## src/rtl/axi_riscv_lrsc_table.sv

```systemverilog
// LR/SC reservation table: tracks per-ID reservations on address granules and answers SC requests.
// Optional per-entry reservation lifetime enabled by defining AXI_RISCV_LRSC_TIMEOUT_EN.
module axi_riscv_lrsc_table #(
    parameter int unsigned ADDR_WIDTH     = 64,
    parameter int unsigned ID_WIDTH       = 4,
    parameter int unsigned NUM_RES        = 4,
    parameter int unsigned GRANULE_LSB    = 3,
    parameter int unsigned TIMEOUT_CYCLES = 256
) (
    input  logic                           clk_i,
    input  logic                           rst_ni,
    input  logic                           lr_valid_i,
    output logic                           lr_ready_o,
    input  logic [ID_WIDTH-1:0]            lr_id_i,
    input  logic [ADDR_WIDTH-1:0]          lr_addr_i,
    input  logic                           sc_valid_i,
    output logic                           sc_ready_o,
    input  logic [ID_WIDTH-1:0]            sc_id_i,
    input  logic [ADDR_WIDTH-1:0]          sc_addr_i,
    output logic                           sc_rsp_valid_o,
    output logic                           sc_rsp_ok_o,
    input  logic                           sc_rsp_ready_i,
    input  logic                           wr_valid_i,
    input  logic [ADDR_WIDTH-1:0]          wr_addr_i,
    output logic [$clog2(NUM_RES+1)-1:0]   count_o
);

    localparam int unsigned CW = $clog2(NUM_RES + 1);
    localparam int unsigned VW = (NUM_RES > 1) ? $clog2(NUM_RES) : 1;
    // Granules are kept as full-width addresses with the offset bits forced to zero.
    localparam logic [ADDR_WIDTH-1:0] GMASK = {ADDR_WIDTH{1'b1}} << GRANULE_LSB;

    if (NUM_RES < 1 || TIMEOUT_CYCLES < 1) begin : g_bad_cfg
        $error("axi_riscv_lrsc_table: NUM_RES and TIMEOUT_CYCLES must be at least 1");
    end

    logic [NUM_RES-1:0]    valid_q, valid_d;
    logic [ID_WIDTH-1:0]   id_q   [NUM_RES];
    logic [ID_WIDTH-1:0]   id_d   [NUM_RES];
    logic [ADDR_WIDTH-1:0] gran_q [NUM_RES];
    logic [ADDR_WIDTH-1:0] gran_d [NUM_RES];
    logic [VW-1:0]         victim_q, victim_d;
    logic                  ready_q;
    logic                  rsp_valid_q, rsp_valid_d;
    logic                  rsp_ok_q, rsp_ok_d;
    logic [CW-1:0]         count_q, count_d;

    logic                  lr_acc, sc_acc, sc_ok;
    logic [ADDR_WIDTH-1:0] lr_gran, sc_gran, wr_gran;
    logic                  hit, free;
    logic [VW-1:0]         hit_idx, free_idx, lr_idx;
    logic [NUM_RES-1:0]    expire;

`ifdef AXI_RISCV_LRSC_TIMEOUT_EN
    localparam int unsigned TW = $clog2(TIMEOUT_CYCLES + 1);
    logic [TW-1:0] cnt_q [NUM_RES];
    logic [TW-1:0] cnt_d [NUM_RES];
`endif

    assign lr_ready_o     = ready_q;
    assign sc_ready_o     = ready_q & ~rsp_valid_q;
    assign sc_rsp_valid_o = rsp_valid_q;
    assign sc_rsp_ok_o    = rsp_ok_q;
    assign count_o        = count_q;

    // Next table state: expiry, snoop and SC kills use the old state; LR is applied last.
    always_comb begin
        valid_d     = valid_q;
        id_d        = id_q;
        gran_d      = gran_q;
        victim_d    = victim_q;
        rsp_valid_d = rsp_valid_q;
        rsp_ok_d    = rsp_ok_q;
        count_d     = '0;
        expire      = '0;
        sc_ok       = 1'b0;
        hit         = 1'b0;
        hit_idx     = '0;
        free        = 1'b0;
        free_idx    = '0;
        lr_idx      = '0;
        lr_acc      = lr_valid_i & ready_q;
        sc_acc      = sc_valid_i & ready_q & ~rsp_valid_q;
        lr_gran     = lr_addr_i & GMASK;
        sc_gran     = sc_addr_i & GMASK;
        wr_gran     = wr_addr_i & GMASK;
`ifdef AXI_RISCV_LRSC_TIMEOUT_EN
        cnt_d = cnt_q;
        for (int unsigned i = 0; i < NUM_RES; i++) begin
            expire[i] = valid_q[i] && (cnt_q[i] == TW'(1));
            if (valid_q[i] && cnt_q[i] != '0) cnt_d[i] = cnt_q[i] - TW'(1);
        end
`endif

        for (int unsigned i = 0; i < NUM_RES; i++) begin
            if (valid_q[i] && !expire[i] && id_q[i] == sc_id_i && gran_q[i] == sc_gran)
                sc_ok = 1'b1;
        end
        if (wr_valid_i && wr_gran == sc_gran) sc_ok = 1'b0;

        valid_d = valid_q & ~expire;
        for (int unsigned i = 0; i < NUM_RES; i++) begin
            if (wr_valid_i && valid_q[i] && gran_q[i] == wr_gran) valid_d[i] = 1'b0;
            if (sc_acc && valid_q[i] && id_q[i] == sc_id_i) valid_d[i] = 1'b0;
            if (!hit && valid_q[i] && id_q[i] == lr_id_i) begin
                hit     = 1'b1;
                hit_idx = VW'(i);
            end
            if (!free && !valid_q[i]) begin
                free     = 1'b1;
                free_idx = VW'(i);
            end
        end

        if (lr_acc) begin
            if (hit) begin
                lr_idx = hit_idx;
            end else if (free) begin
                lr_idx = free_idx;
            end else begin
                lr_idx   = victim_q;
                victim_d = (victim_q == VW'(NUM_RES - 1)) ? '0 : victim_q + VW'(1);
            end
            valid_d[lr_idx] = 1'b1;
            id_d[lr_idx]    = lr_id_i;
            gran_d[lr_idx]  = lr_gran;
`ifdef AXI_RISCV_LRSC_TIMEOUT_EN
            cnt_d[lr_idx]   = TW'(TIMEOUT_CYCLES);
`endif
        end

        if (rsp_valid_q && sc_rsp_ready_i) rsp_valid_d = 1'b0;
        if (sc_acc) begin
            rsp_valid_d = 1'b1;
            rsp_ok_d    = sc_ok;
        end

        for (int unsigned i = 0; i < NUM_RES; i++) begin
            count_d = count_d + CW'(valid_d[i]);
        end
    end

    always_ff @(posedge clk_i or negedge rst_ni) begin
        if (!rst_ni) begin
            valid_q     <= '0;
            victim_q    <= '0;
            ready_q     <= 1'b0;
            rsp_valid_q <= 1'b0;
            rsp_ok_q    <= 1'b0;
            count_q     <= '0;
            for (int unsigned i = 0; i < NUM_RES; i++) begin
                id_q[i]   <= '0;
                gran_q[i] <= '0;
`ifdef AXI_RISCV_LRSC_TIMEOUT_EN
                cnt_q[i]  <= '0;
`endif
            end
        end else begin
            valid_q     <= valid_d;
            victim_q    <= victim_d;
            ready_q     <= 1'b1;
            rsp_valid_q <= rsp_valid_d;
            rsp_ok_q    <= rsp_ok_d;
            count_q     <= count_d;
            id_q        <= id_d;
            gran_q      <= gran_d;
`ifdef AXI_RISCV_LRSC_TIMEOUT_EN
            cnt_q       <= cnt_d;
`endif
        end
    end

endmodule
```

## config.mk

```make
export PLATFORM = sky130hd
export DESIGN_NAME = axi_riscv_lrsc_table
export DESIGN_NICKNAME = d
export VERILOG_FILES = /design/src/rtl/axi_riscv_lrsc_table.sv
export SDC_FILE = /design/constraint.sdc
export NUM_CORES = 1
export LEC_CHECK = 0
export ABC_CLOCK_PERIOD_IN_PS = 2800
export CAP_MARGIN = 20
export CORE_UTILIZATION = 45
export CTS_BUF_LIST = sky130_fd_sc_hd__clkbuf_2 sky130_fd_sc_hd__clkbuf_4 sky130_fd_sc_hd__clkbuf_8
export DETAILED_ROUTE_END_ITERATION = 16
export PLACE_DENSITY = 0.74
export RECOVER_POWER = 50
export SLEW_MARGIN = 20
export SYNTH_ARGS = -nofsm -noshare
export SYNTH_HDL_FRONTEND = slang
export SYNTH_SLANG_ARGS = --single-unit
```

## constraint.sdc

```tcl
create_clock -name clk_i -period 2.8 [get_ports clk_i]
set_clock_uncertainty 0.05 [all_clocks]
set_input_delay 0.56 -clock clk_i [delete_from_list [all_inputs] [get_ports clk_i]]
set_output_delay 0.56 -clock clk_i [all_outputs]
set_load 0.02 [all_outputs]
```

## After elaboration in Yosys (flattened, before gate mapping)

Index checks and enable logic that the tools add are counted.
Widths: inputs -> output; s select.

| word-level totals | value |
|---|---|
| register bits | 284 |
| bits of input ports | 206 |
| output and inout bits | 7 |
| word-level logic and storage cells | 139 |

| cells by class | value |
|---|---|
| $add $sub $neg | 4 |
| order comparisons | 4 |
| eq/ne operators | 18 |
| muxes and demuxes | 42 |
| bitwise logic cells | 9 |
| reduce and logical (&&, ||, !) cells | 48 |

Operators with widths:

| operator | count |
|---|---|
| $eq 64x64->1 | 8 |
| $bwmux 256 | 1 |
| $demux 64 s2 | 1 |
| $mux 64 | 1 |
| $eq 61x61->1 | 1 |
| $logic_and 1x1->1 | 38 |
| $eq 4x4->1 | 8 |
| $mux 1 | 26 |
| $bwmux 16 | 1 |
| $mux 2 | 8 |
| $demux 4 s2 | 1 |
| $logic_not 1->1 | 8 |
| $mux 4 | 2 |
| $and 1x1->1 | 4 |
| $or 4x4->4 | 1 |
| $add 2x1->3 | 1 |
| $add 3x1->3 | 1 |
| $ge 3x3->1 const B | 1 |
| $lt 2x3->1 const B | 1 |
| $lt 3x1->1 const B | 1 |
| $not 1->1 | 3 |
| $not 2->3 | 1 |
| $reduce_and 3->1 | 1 |
| $add 1x1->2 | 1 |
| other kinds (5) | 5 |

## Longest topological paths before layout

Gate-level depths: netlist (run 1).

| depth | value |
|---|---|
| depth in word-level cells | 26 |
| mapped depth | 13 |
| gate-level depth less buffers | 10 |

## Worst setup path after synthesis (run 1)

Ideal clock, no wire load.

| timing | value |
|---|---|
| path type | input to register |
| start | input lr_id_i[0] |
| end | register count_q[1] (netlist: count_o[1]) |
| setup time | 126 ps |
| arrival | 3,065 ps |
| data required time | 2,624 ps |
| path slack | -441 ps |
| stages on the path | 12 |
| buffers on the path | 3 |
| cells stage by stage | buf_2 -> a222oi_1 -> nor4b_2 -> or2_2 -> a21oi_4 -> nor3_2 -> buf_4 -> buf_6 -> o21bai_1 -> fa_1 -> ha_1 -> ha_1 |

| on the way | value |
|---|---|
| longest elaborated chain between the ends | 26 |
| elaborated cells between the ends (all ways) | 33 |
| those cells by class | 3 x add/sub; 2 x order compare; 4 x eq/ne; 12 x mux; 1 x bitwise; 11 x reduce/logical |

Ends and longest elaborated chain:

| what | line | text |
|---|---|---|
| start, declared | 14 | `input logic [ID_WIDTH-1:0] lr_id_i,` |
| $eq 4x4->1 | 105 | `if (!hit && valid_q[i] && id_q[i] == lr_id_i) begin` |
| $logic_and 1x1->1 | 105 |  |
| $mux 1 | 105 |  |
| $logic_not 1->1 | 105 |  |
| $logic_and 1x1->1 (2 in series) | 105 |  |
| $mux 1 | 105 |  |
| $logic_not 1->1 | 105 |  |
| $logic_and 1x1->1 (2 in series) | 105 |  |
| [... 10 more ...] | n/a |  |
| $demux 1 s2 * | 124 | `valid_d[lr_idx] = 1'b1;` |
| $or 4x4->4 (no source line) * | n/a |  |
| $mux 4 * | 115 | `if (lr_acc) begin` |
| via valid_d[1] | 37 | `logic [NUM_RES-1:0] valid_q, valid_d;` |
| $add 1x1->2 * | 139 | `count_d = count_d + CW'(valid_d[i]);` |
| $add 2x1->3 * | 139 |  |
| $add 3x1->3 * | 139 |  |
| via count_d[1] | 46 | `logic [CW-1:0] count_q, count_d;` |
| end signal, assigned | 164 | `count_q <= count_d;` |
| end, declared | 46 |  |

Mark *: on every way through the listed nets, which the timed path passes. The rest lies on a longest branch. The select of a mux whose other input is x is not followed.
A chain may end at the register's enable or synchronous reset.

## Worst setup path after layout (run 1)

| timing | value |
|---|---|
| start | register gran_q[27] (netlist bit) |
| end | register count_q[1] (netlist: count_o[1]) |

| on the way | value |
|---|---|
| longest elaborated chain between the ends | 7 |

Ends and longest elaborated chain:

| what | line | text |
|---|---|---|
| start, declared | 40 | `logic [ADDR_WIDTH-1:0] gran_q [NUM_RES];` |
| start signal, assigned | 166 | `gran_q <= gran_d;` |
| $eq 64x64->1 * | 103 | `if (wr_valid_i && valid_q[i] && gran_q[i] == wr_gran) valid_d[i] = 1'b0;` |
| $logic_and 1x1->1 * | 103 |  |
| $mux 1 * | 103 |  |
| $mux 1 * | 104 | `if (sc_acc && valid_q[i] && id_q[i] == sc_id_i) valid_d[i] = 1'b0;` |
| $or 4x4->4 (no source line) | n/a |  |
| $mux 4 * | 115 |  |
| via valid_d[3] | 37 |  |
| $add 3x1->3 * | 139 |  |
| via count_d[1] | 46 |  |

Mark *: on every way through the listed nets, which the timed path passes. The rest lies on a longest branch.

==> flow_summary.toml, run 1 <==
[global_route]
use_met1_pct = 61.51
grt_pass1_vias = 16930
overflow = 0
grt_pass1_wl_mm = 128.8
antenna_found_initial = 6
top_usage_layer = "met2"
use_met3_pct = 10.65
grt_use_total_pct = 48.97
met2_usage_pct = 73.72
grt_start_max_net_pins = 83

[pwr]
irDropWorstVdd_mv = 0.7092
leakage_nw = 11.20
swShare_pct = 42.39
p_comb_share_pct = 55.1
powerDensity_mw_per_mm2 = 1126
power.share.clock_pct = 16.3
power.internal_mw = 16.51
seqPwrFrac_pct = 28.6
power.switching_mw = 12.15

[yosys]
ys_ff_latch = 272
syn-num-nets = 1771
synth_top_cell_by_area = "dfrtp_1"
synthCells = 1561
synth_top_area_share_pct = 39.68
synth_area_mm2 = 0.01715
ys_seq_area_share_pct = 39.68
yosys_warnings = 0
async_flop_share_pct = 100.0
synth_flop_cell = "dfrtp_1"
synth_edf_count = 0
synth.avg_cell_area_um2 = 10.99
ys_types = 46
synthTopCellsByArea = "dfrtp_1, xnor2_1, xor2_1"

[floorplan]
num_io_pins = 213
die_x_um = 197.2
core_area_mm2 = 0.03758
die_height_um = 197.2
num_rows = 71
dieArea_mm2 = 0.03891
start_util_pct = 45.65

[clocking]
clk_path_buf_depth = 3
clock-sinks = 272
numCtsBuffers = 50
root_buffer = "clkbuf_8"
cts_tree = "built"
clkSlewWorstSetupHoldPaths_ns = 0.07
insertion_delay_ns = 0.66
cts_htree_levels = 2

[flow_run]
maxCapViolCount = 0

[cells_and_area]
nets = 2484
final_cell_area_mm2 = 0.02545
final_util_pct = 67.74
drive_gt1_share_pct = 37.35
area_delta_synth_final_pct = 48.38

[critical_path]
crit_family = "simple AND/OR/NAND/NOR gates"
end_kind = "register"
critPathSlowestCell = "fa_1"
critPathMaxFanout = 3
critPathMaxStageDelay_ns = 0.50
crit_type = "reg -> reg"
path_cells = "xnor2_2 > nand4_1 > nor4_4 > nand4_1 > nor3_2 > o21ai_2 > fa_1 > ha_4 > ha_4"
arrival_ns = 3.62
startpoint_type = "register"
path_buf_inv = 0
crit_required_ns = 3.30

[run_status]
failed_checks = "negative setup slack"
status = "finished with violations"

[drt]
wl_mm = 94.40
first_pass_iters = 5
drc = 0
drt_iter0_drc = 1771
vias = 16500
viasPerCell = 5.848
wl_per_cell_um = 33.45
postRouteAntennaNets = 0

[timing]
tightest_slew_ns = 1.384
max_freq_mhz = 320.5
relSlewSlack_pct = 7.704
fin_crit_ns = 3.120
period_share_pct = 111.4
setup_ws_ns = -0.3204
finalHoldViolCount = 0
rsz0062_at_grt = "yes"
setup_violations = 3
drv_slew = 0

[place]
place_area_mm2 = 0.02383
dpl.hpwl_mm = 77.33
place.gp.congestion = 1.118
io_buffer_count = 203

[hold_path]
min_path_type = "in -> reg"
worst paths after layout:
kind	start	end	slack [ns]	depth (start not counted)
min in group asynchronous	rst_ni	gran_q[210]	0.77	2
worst max register to register	gran_q[27]	count_o[1]	-0.32	9
worst max-delay path	gran_q[27]	count_o[1]	-0.32	9
worst min register to register	gran_q[99]	gran_q[99]	0.51	1
max in group asynchronous	rst_ni	gran_q[247]	0.27	3
worst min-delay path	lr_id_i[1]	id_q[9]	0.41	2
state kept, by name, indices dropped and copies added (netlist names):
signal	cells
victim_q	2
sc_rsp_valid_o	1
gran_q	244
sc_rsp_ok_o	1
lr_ready_o	1
count_o	3
id_q	16
valid_q	4
power by group through the flow:
stage | combinational, mW | sequential (mW) | clock [mW]
CTS | 15.1 | 8.12 | 4.66
detailed placement | 14.7 | 8.10 | 0
floorplan | 6.28 | 7.73 | 0
finish | 15.8 | 8.20 | 4.66
global route | 16.1 | 8.35 | 4.83
global placement | 14.4 | 8.01 | 0
repair_timing:
item	4_1_cts	5_1_grt
endpoints found under the setup margin	149	164
gates resized for setup	65	25
pin swaps	21	15
endpoints found under the hold margin	73	0
buffers inserted	3	6
cloned	1	1
hold buffers	1	0
routing by layer:
metal / part of all wire, % / vias up
met4: 9.2 / 6
met3: 9.9 / 336
met2: 43 / 1055
met5: 0.087 / -
met1: 38 / 8252
li1: - / 6853
area by class of cell:
| class | count | area (um2) |
|---|---|---|
| fill | 2893 | 12120 |
| multi-input combinational | 1081 | 9871 |
| sequential | 272 | 6808 |
| timing repair buffer | 802 | 6709 |
| clock buffer | 72 | 922.1 |
| tap | 511 | 639.4 |
| inverter | 67 | 251.5 |
| clock inverter | 14 | 245.2 |
| antenna | 3 | 7.507 |
layout by cell type (no fill, tap or decap), drive strengths merged, types with 9 or more instances in the layout:
master	n
nor4	79
inv	67
xnor2	289
mux2	260
xor2	210
nand2	9
dlygate4sd2	18
clkdlybuf4s50	178
a221oi	16
buf	588
nor3	9
nand3	16
o2bb2ai	15
nand4	84
o22ai	26
dfrtp	272
o21ai	12
clkbuf	83
a22o	10
through the flow:
step | std cells | setup TNS [ns] | power, mW | hold slack, ns | worst slack [ns]
final | 2822 | -0.7399 | 28.66 | 0.4119 | -0.3204
after global routing | 2819 | -0.9591 | 29.29 | 0.4306 | -0.2674
after CTS | 2813 | -0.4383 | 27.91 | 0.4050 | -0.2156
after detailed placement | 2723 | -143.49 | 22.75 | 0.4902 | -1.663
after global placement | 2723 | -142.85 | 22.46 | 0.4709 | -1.703
after floorplan | 1561 | -0.4547 | 14.02 | 0.2144 | -0.2222
cells in the mapped netlist (10+ instances only):
master     count
buf_2         12
o21ai_0       12
nand3_1       16
buf_6         10
buf_4         10
clkbuf_1     107
a221oi_1      16
xnor2_1      289
nand4_1       84
dfrtp_1      272
o2bb2ai_1     15
o22ai_1       26
mux2_1       130
mux2_2       130
a22o_1        10
xor2_1       210
inv_1         66
nor4_1        79
kinds of logic after synthesis:
group	synth area share, %
and+or+nand+nor	7.578
DFF	39.68
AOI/OAI and AO/OA	4.428
other	0.02186
xor gates and xnor gates	25.48
adders and majority gates	0.3355
muxes	17.18
buffers and inverters	5.295
(Power assumes the default switching activity.)
==> inputs of run 2 (changes only) <==
--- a/config.mk
+++ b/config.mk
@@ -5,12 +5,12 @@
 export SDC_FILE = /design/constraint.sdc
 export NUM_CORES = 1
 export LEC_CHECK = 0
-export ABC_CLOCK_PERIOD_IN_PS = 2800
+export ABC_CLOCK_PERIOD_IN_PS = 3600
 export CAP_MARGIN = 20
-export CORE_UTILIZATION = 45
+export CORE_UTILIZATION = 40
 export CTS_BUF_LIST = sky130_fd_sc_hd__clkbuf_2 sky130_fd_sc_hd__clkbuf_4 sky130_fd_sc_hd__clkbuf_8
 export DETAILED_ROUTE_END_ITERATION = 16
-export PLACE_DENSITY = 0.74
+export PLACE_DENSITY = 0.66
 export RECOVER_POWER = 50
 export SLEW_MARGIN = 20
 export SYNTH_ARGS = -nofsm -noshare
==> constraint.sdc (replaced) <==
create_clock -name clk_i -period 3.6 [get_ports clk_i]
set_clock_uncertainty 0.05 [all_clocks]
set_input_delay 0.72 -clock clk_i [delete_from_list [all_inputs] [get_ports clk_i]]
set_output_delay 0.72 -clock clk_i [all_outputs]
set_load 0.02 [all_outputs]
==> run 2 against run 1 <==
The flow finishes with violations (max-capacitance violations, max-slew violations); combinational power shrank 42%; die area grew 12%; worst setup slack gained 0.42 ns; utilization shrank 14 points; sequential share of layout area grew 3.3 points; final area shrank 11%; largest cell class unchanged.
==> flow_summary.toml, run 2 (synthesized netlist as in run 1, its figures left out) <==
[critical_path]
startpoint_type = "primary input"
crit_type = "in -> reg"
end_kind = "register"
crit_required_ns = 4.06
critPathMaxFanout = 3
arrival_ns = 3.96

[cells_and_area]
nets = 2180
largest_register_ffs = 244
largest-register = "gran_q"
largest_registers = "gran_q x244, id_q x16, valid_q x4"
area_delta_synth_final_pct = 31.91
drive_gt1_share_pct = 25.95
n_antenna_cell = 0
final_util_pct = 53.70
mostFrequentLayoutCells = "xnor2_1, buf_4, dfrtp_1"
final_common_cell = "xnor2_1"
stdcell_count = 2543
final_cell_area_mm2 = 0.02263

[timing]
relSlewSlack_pct = -97.99
fin_crit_ns = 3.505
max_freq_mhz = 285.3
drv_slew = 105
setup_violations = 0
tightest_slew_ns = 2.970
setup_ws_ns = 0.09465
tns_ns = 0
finalHoldViolCount = 0
hold-worst-slack_ns = 0.4875
period_share_pct = 97.37

[floorplan]
die_x_um = 209.1
die_height_um = 209.1
num_rows = 75
num_io_pins = 213
core_area_mm2 = 0.04213
dieArea_mm2 = 0.04372
start_util_pct = 40.71

[clocking]
clock-sinks = 272
cts_htree_levels = 2
cts_hold_buf = 0
cts_tree = "built"
root_buffer = "clkbuf_8"
clk_path_buf_depth = 3
clkSlewWorstSetupHoldPaths_ns = 0.06
numCtsBuffers = 48
insertion_delay_ns = 0.65

[drt]
drc = 0
wl_mm = 88.56
first_pass_iters = 5
viasPerCell = 5.712
drt_iter0_drc = 1455
postRouteAntennaNets = 0
vias = 14530
wl_per_cell_um = 34.82

[pwr]
powerDensity_mw_per_mm2 = 852.5
p_total_mw = 19.29
irDropWorstVdd_mv = 0.5384
leakage_nw = 9.432

[global_route]
grt_pass1_vias = 14960
grt_start_max_net_pins = 107
antenna_found_initial = 3
overflow = 0
grt_use_total_pct = 40.75
grt_pass1_wl_mm = 120.4

[place]
preCtsSetupSlack_ns = -0.5805
dpl.hpwl_mm = 74.26
place_area_mm2 = 0.02159
placed_cells = 2459
place.gp.congestion = 1.099
io_buffer_count = 203

[run_status]
failed_checks = "max-capacitance violations, max-slew violations"
status = "finished with violations"

[hold_path]
min_path_type = "reg -> reg"

[flow_run]
maxCapViolCount = 1
-- run 2: worst max-delay path, stage by stage --
cell	delay [ns]
clkdlybuf4s50_1	0.45
inv_1	0.19
o22ai_1	0.11
a2111oi_0	0.55
buf_4	0.20
nand4_1	0.14
nor4_1	0.30
buf_4	0.19
o21bai_1	0.11
fa_1	0.50
ha_1	0.21
ha_1	0.29
-- run 2: power breakdown --
group,internal [mW],switching [mW],leakage (nW)
clock network,1.76,1.39,0.546
registers,4.62,2.37,3.25
logic,4.29,4.86,5.64
-- run 2: worst paths after layout --
kind | cells after the start | to | from | slack, ns
worst min-delay path | 1 | sc_rsp_ok_o | sc_rsp_ok_o | 0.49
worst max register to register | 12 | count_o[1] | gran_q[13] | 0.28
worst max-delay path | 12 | count_o[1] | wr_addr_i[22] | 0.09
worst min register to register | 1 | sc_rsp_ok_o | sc_rsp_ok_o | 0.49
max in group asynchronous | 2 | gran_q[220] | rst_ni | 0.76
min in group asynchronous | 1 | gran_q[48] | rst_ni | 0.97
-- run 2: repair_timing --
| action | in CTS | in global routing |
|---|---|---|
| endpoints found under the setup margin | 0 | 3 |
| buffers inserted | 0 | 0 |
| gates resized for setup | 0 | 6 |
-- run 2: routing by layer --
metal / global-route usage (%) / wire, um
met1: 52.87 / 36960
met2: 64.68 / 40180
met4: 20.23 / 4899
met5: 0 / 23
met3: 8.206 / 6497
-- run 2: layout make-up --
cell class                      count  area (um2)
Tap cell                          539       674.4
Fill cell                        3814       19510
Inverter                           67       251.5
Clock inverter                     13       123.9
Sequential cell                   272        6807
Multi-Input combinational cell   1081        9503
Timing Repair Buffer              500        4360
Clock buffer                       71       908.4
